**config.mk**
```make
export PLATFORM = sky130hd
export DESIGN_NAME = audio_dac_serializer
export DESIGN_NICKNAME = d
export VERILOG_FILES = /design/src/rtl/audio_dac_serializer.sv
export SDC_FILE = /design/constraint.sdc
export NUM_CORES = 1
export LEC_CHECK = 0
export BUFFER_PORTS_ARGS = -buffer_cell sky130_fd_sc_hd__buf_2
export CORE_MARGIN = 8
export CORE_UTILIZATION = 59
export CTS_BUF_LIST = sky130_fd_sc_hd__clkbuf_16
export DETAILED_ROUTE_END_ITERATION = 8
export GPL_ROUTABILITY_DRIVEN = 0
export PLACE_DENSITY_LB_ADDON = 0.12
export SKIP_LAST_GASP = 1
export SLEW_MARGIN = 0
export SYNTH_ARGS = -nofsm -noshare
export SYNTH_HDL_FRONTEND = slang
export SYNTH_SLANG_ARGS = --single-unit
```
**constraint.sdc**
```tcl
create_clock -name CLK -period 2.5 [get_ports CLK]
set_input_delay 0.75 -clock CLK [delete_from_list [all_inputs] [get_ports CLK]]
set_output_delay 0.75 -clock CLK [all_outputs]
set_load 0.005 [all_outputs]
```
**src/rtl/audio_dac_serializer.sv**
```systemverilog
// Mono left-justified audio serializer: converts a sign/magnitude sample into
// 16-bit two's complement, buffers it in a one-entry holding register and
// shifts it MSB-first on both channels of a 32-bit-per-frame BCLK/LRCK stream.
module audio_dac_serializer #(
  parameter int BCLK_DIV = 4
) (
  input  logic        CLK,
  input  logic        resetN,
  input  logic        enable,
  input  logic [15:0] mag_in,
  input  logic        neg_in,
  input  logic        sample_valid,
  output logic        sample_ready,
  output logic        AUD_BCLK,
  output logic        AUD_DACLRCK,
  output logic        AUD_DACDAT,
  output logic        underrun
);

  typedef enum logic {IDLE, RUN} state_t;

  localparam logic [7:0] DIV_LAST = 8'(BCLK_DIV - 1);

  state_t      state_reg, state_next;
  logic [7:0]  div_reg, div_next;
  logic        bclk_reg, bclk_next;
  logic [4:0]  bit_cnt_reg, bit_cnt_next;
  logic        lrck_reg, lrck_next;
  logic        dat_reg, dat_next;
  logic        underrun_reg, underrun_next;
  logic [15:0] hold_reg, hold_next;
  logic        hold_full_reg, hold_full_next;
  logic [15:0] word_reg, word_next;

  logic [4:0]  bit_inc;
  logic [3:0]  bit_sel;

  // Saturating sign/magnitude to two's-complement conversion.
  function automatic logic [15:0] convert(input logic neg, input logic [15:0] mag);
    logic [15:0] res;
    if (!neg) begin
      res = mag[15] ? 16'h7FFF : mag;
    end else if (mag[15]) begin
      res = 16'h8000;
    end else begin
      res = ~mag + 16'd1;  // mag=0 wraps back to 0x0000
    end
    return res;
  endfunction

  // State register and all datapath registers; reset aborts any frame in flight.
  always_ff @(posedge CLK or negedge resetN) begin
    if (!resetN) begin
      state_reg     <= IDLE;
      div_reg       <= 8'd0;
      bclk_reg      <= 1'b0;
      bit_cnt_reg   <= 5'd31;
      lrck_reg      <= 1'b0;
      dat_reg       <= 1'b0;
      underrun_reg  <= 1'b0;
      hold_reg      <= 16'h0000;
      hold_full_reg <= 1'b0;
      word_reg      <= 16'h0000;
    end else begin
      state_reg     <= state_next;
      div_reg       <= div_next;
      bclk_reg      <= bclk_next;
      bit_cnt_reg   <= bit_cnt_next;
      lrck_reg      <= lrck_next;
      dat_reg       <= dat_next;
      underrun_reg  <= underrun_next;
      hold_reg      <= hold_next;
      hold_full_reg <= hold_full_next;
      word_reg      <= word_next;
    end
  end

  // Next-state logic: handshake, BCLK divider, bit sequencing and frame-start load.
  always_comb begin
    state_next     = state_reg;
    div_next       = div_reg;
    bclk_next      = bclk_reg;
    bit_cnt_next   = bit_cnt_reg;
    lrck_next      = lrck_reg;
    dat_next       = dat_reg;
    underrun_next  = 1'b0;
    hold_next      = hold_reg;
    hold_full_next = hold_full_reg;
    word_next      = word_reg;
    bit_inc        = bit_cnt_reg + 5'd1;
    bit_sel        = ~bit_inc[3:0];  // bit n carries word bit 15-(n mod 16)

    // The holding register accepts only while empty; a frame-start load can
    // never coincide with an accept because it requires the register full.
    if (sample_valid && !hold_full_reg) begin
      hold_next      = convert(neg_in, mag_in);
      hold_full_next = 1'b1;
    end

    case (state_reg)
      IDLE: begin
        div_next     = 8'd0;
        bclk_next    = 1'b0;
        bit_cnt_next = 5'd31;
        lrck_next    = 1'b0;
        dat_next     = 1'b0;
        if (enable) begin
          state_next = RUN;
        end
      end

      RUN: begin
        if (div_reg == DIV_LAST) begin
          div_next  = 8'd0;
          bclk_next = ~bclk_reg;
          if (bclk_reg) begin
            // BCLK falling: advance to the next bit and present its data.
            if (bit_inc == 5'd0 && !enable) begin
              state_next   = IDLE;
              bclk_next    = 1'b0;
              bit_cnt_next = 5'd31;
              lrck_next    = 1'b0;
              dat_next     = 1'b0;
            end else begin
              bit_cnt_next = bit_inc;
              if (bit_inc == 5'd0) begin
                lrck_next = 1'b1;
                if (hold_full_reg) begin
                  word_next      = hold_reg;
                  hold_full_next = 1'b0;
                  dat_next       = hold_reg[15];
                end else begin
                  underrun_next = 1'b1;
                  dat_next      = word_reg[15];
                end
              end else begin
                if (bit_inc == 5'd16) begin
                  lrck_next = 1'b0;
                end
                dat_next = word_reg[bit_sel];
              end
            end
          end
        end else begin
          div_next = div_reg + 8'd1;
        end
      end

      default: state_next = IDLE;
    endcase
  end

  assign sample_ready = ~hold_full_reg;
  assign AUD_BCLK     = bclk_reg;
  assign AUD_DACLRCK  = lrck_reg;
  assign AUD_DACDAT   = dat_reg;
  assign underrun     = underrun_reg;

endmodule

```
# --- Word level (Yosys, flattened, before mapping) ---
# Cells that the tools add are included.
totals:
  elab_cells: 78
  in_bits: 21
  out_inout_bits: 5
  ff_bits: 51
classes:
  eq_ne: 5
  n_addsub: 3
  order_cmp: 1
  n_reduce_logical: 8
  bitwise_logic: 6
  n_mux: 45
op_table:
  columns: ["cell", "n"]
  rows:
  - ["2-to-1 mux 16 bit", 2]
  - ["2-to-1 mux 1 bit", 31]
  - ["adder 16 x 1 -> 16 bit (second input constant)", 1]
  - ["inverter 16 bit", 1]
  - ["one-hot mux 8 bit (2 select lines)", 1]
  - ["2-to-1 mux 15 bit", 1]
  - ["2-to-1 mux 5 bit", 3]
  - ["one-hot mux 5 bit (2 select lines)", 1]
  - ["adder 8 x 1 -> 8 bit (second input constant)", 1]
  - ["== test 8 x 2 -> 1 bit (second input constant)", 1]
  - ["2-to-1 mux 8 bit", 1]
  - ["one-hot mux 1 bit (2 select lines)", 4]
  - ["AND reduction 6 bit", 1]
  - ["adder 5 x 1 -> 5 bit (second input constant)", 1]
  - ["== test 5 bit (second input constant)", 1]
  - ["logical NOT 5 bit", 1]
  - ["< comparator 4 x 5 -> 1 bit (second input constant)", 1]
  - ["binary-select mux 1 bit (select 4 bit)", 1]
  - ["inequality test 2 x 1 -> 1 bit (second input constant)", 2]
  - ["inequality test 4 x 1 -> 1 bit (second input constant)", 1]
  - ["inverter 1 bit", 4]
  - ["inverter 4 bit", 1]
  - ["AND reduction 3 bit", 1]
  - ["logical AND 1 bit", 2]
  - ["2 further kinds", 3]

# --- Longest topological paths before layout ---
depth:
  word_depth: 9
  mapped_depth: 7

# --- Worst setup path after synthesis ---
# Ideal clock, no wire load.
synth_timing:
  path_type: "reg2reg"
  from: "register bit_cnt_reg[1]"
  to: "register dat_reg, in the netlist AUD_DACDAT"
  setup_slack_ns: 0.375
  period_less_slack_ns: 2.125
  path_stages_with_launch: 7
  t_arrival_ns: 1.997
  t_required_ns: 2.372
  path_cell_list: "dfstp_2 > ha_1 > xor2_1 > mux4_2 > mux2_2 > nand3_1 > a31oi_1"
synth_via:
  elab_chain_cells: 9
synth_lines:
  columns: ["item", "line_no", "text"]
  rows:
  - ["from (decl)", "27", "logic [4:0] bit_cnt_reg, bit_cnt_next;"]
  - ["from (signal assigned)", "68", "bit_cnt_reg <= bit_cnt_next;"]
  - ["adder 5 x 1 -> 5 bit (*)", "90", "bit_inc = bit_cnt_reg + 5'd1;"]
  - ["inverter 4 bit", "91", "bit_sel = ~bit_inc[3:0];"]
  - ["binary-select mux 1 bit (select 4 bit)", "140", "dat_next = word_reg[bit_sel];"]
  - ["2-to-1 mux 1 bit (implied by the code)", "140", null]
  - ["2-to-1 mux 1 bit", "126", "if (bit_inc == 5'd0) begin"]
  - ["2-to-1 mux 1 bit (*)", "118", "if (bit_inc == 5'd0 && !enable) begin"]
  - ["2-to-1 mux 1 bit (*)", "116", "if (bclk_reg) begin"]
  - ["2-to-1 mux 1 bit (*)", "113", "if (div_reg == DIV_LAST) begin"]
  - ["one-hot mux 1 bit (2 select lines) (*)", "100", "case (state_reg)"]
  - ["to (signal assigned)", "70", "dat_reg <= dat_next;"]
  - ["to (decl)", "29", "logic dat_reg, dat_next;"]
# Every way passes the cells marked *; elsewhere a longest branch is shown, timed or not. The select of a mux whose other input is x is not followed.
# A chain may end at the register's enable or synchronous reset.

# --- Final worst setup path ---
# Ends and elaborated chain as after synthesis.

==> metrics.log <==
[metrics] run status: completed
[metrics] r2r worst-path depth: 6
[metrics] fin nets: 319
[metrics] Pwr per Cell Area: 913 mW/mm2
[metrics] routed length on met1: 2550 um
[metrics] area added between synthesis and finish: 12.0%
[metrics] detailed-routing iteration count for the pre-antenna-repair pass: 4
[metrics] Yosys warning count: 0
[metrics] clock skew: 4.76 ps
[metrics] final period demand of the worst path: 2290 ps
[metrics] part of the power in the clock network: 23.2%
[metrics] top cell family by delay on the critical path: multiplexers
[metrics] post-cts resize count: 0
[metrics] Worst setup EP type: register
[metrics] number of cells after detailed placement: 342
[metrics] synthesized netlist cell count: 268
[metrics] placeable core area: 0.00463 mm2
[metrics] source of the worst register-to-register timing path: bit_cnt_reg[1]
[metrics] EDFF count, synth: 0
[metrics] Worst EP required: 2670 ps
[metrics] hold crit path type: input port to async pin
[metrics] sequential cell area: 0.00128 mm2
[metrics] most frequent cell after synthesis: sky130_fd_sc_hd__dfrtp_1
[metrics] wire length on met2: 2460 um
[metrics] fraction of the yosys area taken by sequential cells: 46.1%
[metrics] number of clock sinks seen by CTS: 51
[metrics] standard-cell row count: 25
[metrics] wire per inst: 15.2 um
[metrics] DRT antenna net count: 0
[metrics] sequential fraction of design power: 46.6%
[metrics] number of design rule violations left after detail routing: 0
[metrics] wire length on met3: 227 um
[metrics] number of distinct standard cells referenced by the synthesized netlist: 49
[metrics] vias in the first global route: 2063
[metrics] Worst Path Class, Setup: register to register
[metrics] number of antenna violations at the first check in global routing: 0
[metrics] CTS H-tree lvls: 2
[metrics] Power Internal: 1910 uW
[metrics] reported leakage power: 0.00143 uW
[metrics] number of hold violations in the final report: 0
[metrics] non-filler instance count after layout: 350
[metrics] DIE HEIGHT: 84.7 um
[metrics] Post-Syn Nets: 292
[metrics] synthesized area per cell: 10.4 um2
[metrics] Post-synth ARST share: 100%
[metrics] Ant. Diodes: 0
[metrics] share of cells above drive strength 1: 25.3%
[metrics] HPWL Detailed: 3920 um
[metrics] Main synth FF type: sky130_fd_sc_hd__dfrtp_1
[metrics] reported max-cap violation count: 0
[metrics] launching element of the worst setup path: bit_cnt_reg[1]
[metrics] Max Root-Sink Buffers: 2
[metrics] maximum fanout count along the critical path: 7
[metrics] clock insertion delay at the later pin of the skew report: 290 ps
[metrics] global-route wire length before repair: 9570 um
[metrics] footprint of the multi-input gates: 0.00141 mm2
[metrics] maximum number of pins on one net before global-route repair: 33
[metrics] critical path buffer and inverter count: 0
[metrics] highest metal layer with signal wires: met4
[metrics] Num CTS Buffers: 5
[metrics] setup fix buffers added after clock tree synthesis: 0
[metrics] TritonCTS clock tree: done
[metrics] count of hold-fix buffers inserted at cts: 0
[metrics] critical path launch point type: register
[metrics] top cells by instance count after synthesis: sky130_fd_sc_hd__dfrtp_1 (46), sky130_fd_sc_hd__nand2_1 (31), sky130_fd_sc_hd__o21ai_0 (27)
[metrics] Combinational Power Share: 30.3%
[metrics] cells taking the most area after synthesis: sky130_fd_sc_hd__dfrtp_1 (41%), sky130_fd_sc_hd__mux2_4 (4.9%), sky130_fd_sc_hd__o21ai_0 (4.9%)
[metrics] stage delay of the slowest cell on the critical path: 580 ps
[metrics] routed wire length: 5320 um
[metrics] final count of pins violating max slew: 0
[metrics] WP data arrival: 2450 ps
[metrics] leftover overflow at the end of global routing: 0
[metrics] switching power of the nets: 933 uW
[metrics] all-layer global routing usage: 16.2%
[metrics] count of buffers from port buffering: 25
[metrics] biggest area consumer among synthesized cells: sky130_fd_sc_hd__dfrtp_1
[metrics] Worst-path clk slew: 70 ps
[metrics] final clock period utilization by the worst path: 91.5%
[metrics] Fin Setup TNS: 0 ps
[metrics] switching power share of the total: 32.8%
[metrics] number of I/O pins: 26
[metrics] flip-flop and latch count after synthesis: 51
[metrics] root cell of the clock tree: sky130_fd_sc_hd__clkbuf_16
[metrics] area of the mapped netlist: 0.00278 mm2
[metrics] total via count after detailed routing: 2088
[metrics] detailed router's first-iteration violation count: 97
[metrics] Worst-Margin Slew: 566 ps
[metrics] Die Span X: 84.7 um
[metrics] FF-to-FF setup slack: 210 ps
[metrics] Worst VDD drop: 0.348 mV
[metrics] average vias per placed instance: 5.97
[metrics] RSZ-0062 raised after global routing: no
[metrics] master of the slowest instance on the critical path: sky130_fd_sc_hd__dfstp_2
[metrics] Final setup violation count: 0
[metrics] area fraction of the dominant cell type after synthesis: 41.3%
[metrics] Filler Cells Inserted: 378
[metrics] capture instance of the worst register-to-register path: AUD_DACDAT
[metrics] starting density of the core: 60.1%
[metrics] worst rel slew slack: 62.2%
[metrics] highest clock frequency the design can meet: 437 MHz
[metrics] list of cells traversed by the critical path: ha_1, xor2_1, mux4_2, mux2_2, nand3_1, a31oi_1
[metrics] Total Die Area: 0.00717 mm2
## cells by family (layout without fill, tap and decap cells)
logic type | after synthesis | count (layout) | share of synthesized area [%]
multiplexers | 23 | 23 | 12.1
buffers and inverters | 19 | 47 | 3.28
AO/OA/AOI/OAI | 70 | 70 | 15.8
adder cells (fa/ha/maj) | 3 | 3 | 1.35
AND/OR/NAND/NOR | 88 | 88 | 17.0
XOR/XNOR | 14 | 14 | 4.40
flip-flops | 51 | 51 | 46.1
## cells in the final DEF (no fill, tap or decap), types with 2 or more instances in the layout
cell type                    n
sky130_fd_sc_hd__a21boi_0    2
sky130_fd_sc_hd__a21oi_1    13
sky130_fd_sc_hd__a31oi_1     7
sky130_fd_sc_hd__and2_1      4
sky130_fd_sc_hd__and3_1      2
sky130_fd_sc_hd__and4_1      2
sky130_fd_sc_hd__buf_2      25
sky130_fd_sc_hd__buf_4       5
sky130_fd_sc_hd__clkbuf_16   5
sky130_fd_sc_hd__clkinv_2    2
sky130_fd_sc_hd__dfrtp_1    46
sky130_fd_sc_hd__dfstp_2     5
sky130_fd_sc_hd__ha_1        3
sky130_fd_sc_hd__inv_1       8
sky130_fd_sc_hd__mux2_2     10
sky130_fd_sc_hd__mux2_4      9
sky130_fd_sc_hd__mux4_2      4
sky130_fd_sc_hd__nand2_1    31
sky130_fd_sc_hd__nand3_1    10
sky130_fd_sc_hd__nor2_1     20
sky130_fd_sc_hd__nor2b_1     2
sky130_fd_sc_hd__nor3_1      6
sky130_fd_sc_hd__o21ai_0    27
sky130_fd_sc_hd__o22ai_1     5
sky130_fd_sc_hd__o31ai_1     4
sky130_fd_sc_hd__o41ai_2     2
sky130_fd_sc_hd__xnor2_1     8
sky130_fd_sc_hd__xor2_1      6
## through the flow
stage	util (%)	setup WS, ps	hold slack, ps	power, uW	area (um2)
CTS	67.3	214	473	2880	3120
global route	67.3	58.2	498	3050	3120
global placement	64.2	298	463	2180	2970
finish	67.3	212	453	2850	3120
floorplan	-	375	446	1970	2780
detailed placement	64.2	221	469	2210	2970
## layout make-up
| cell class | count | area share [%] |
|---|---|---|
| well taps | 54 | 2.17 |
| inverters | 8 | 0.963 |
| clock inverters | 3 | 0.602 |
| repair buffers | 31 | 5.86 |
| clock buffers | 5 | 4.01 |
| flip-flops and latches | 51 | 41.1 |
| multi-input cells | 198 | 45.2 |
## metal layers
layer | global-route usage [%] | up-vias
met1 | 20.7 | 984
li1 | - | 1033
met5 | 0 | -
met3 | 3.32 | 6
met2 | 25.9 | 65
met4 | 6.80 | 0
## worst max path at each step
stage / endpoint / slack, ps / cells past startpoint
2_1_floorplan: AUD_DACDAT / 370 / 6
3_3_place_gp: AUD_DACDAT / 300 / 6
3_5_place_dp: AUD_DACDAT / 220 / 6
4_1_cts: AUD_DACDAT / 210 / 6
5_1_grt: AUD_DACDAT / 60 / 6
6_report: AUD_DACDAT / 210 / 6
## power groups by stage
stage	Clock [uW]	Sequential [uW]	Combinational, uW
floorplan	0	1270	700
global placement	0	1330	847
detailed placement	0	1340	869
CTS	677	1330	875
global route	699	1370	982
finish	659	1330	861
Note: power is estimated with default switching activity, not from simulation.
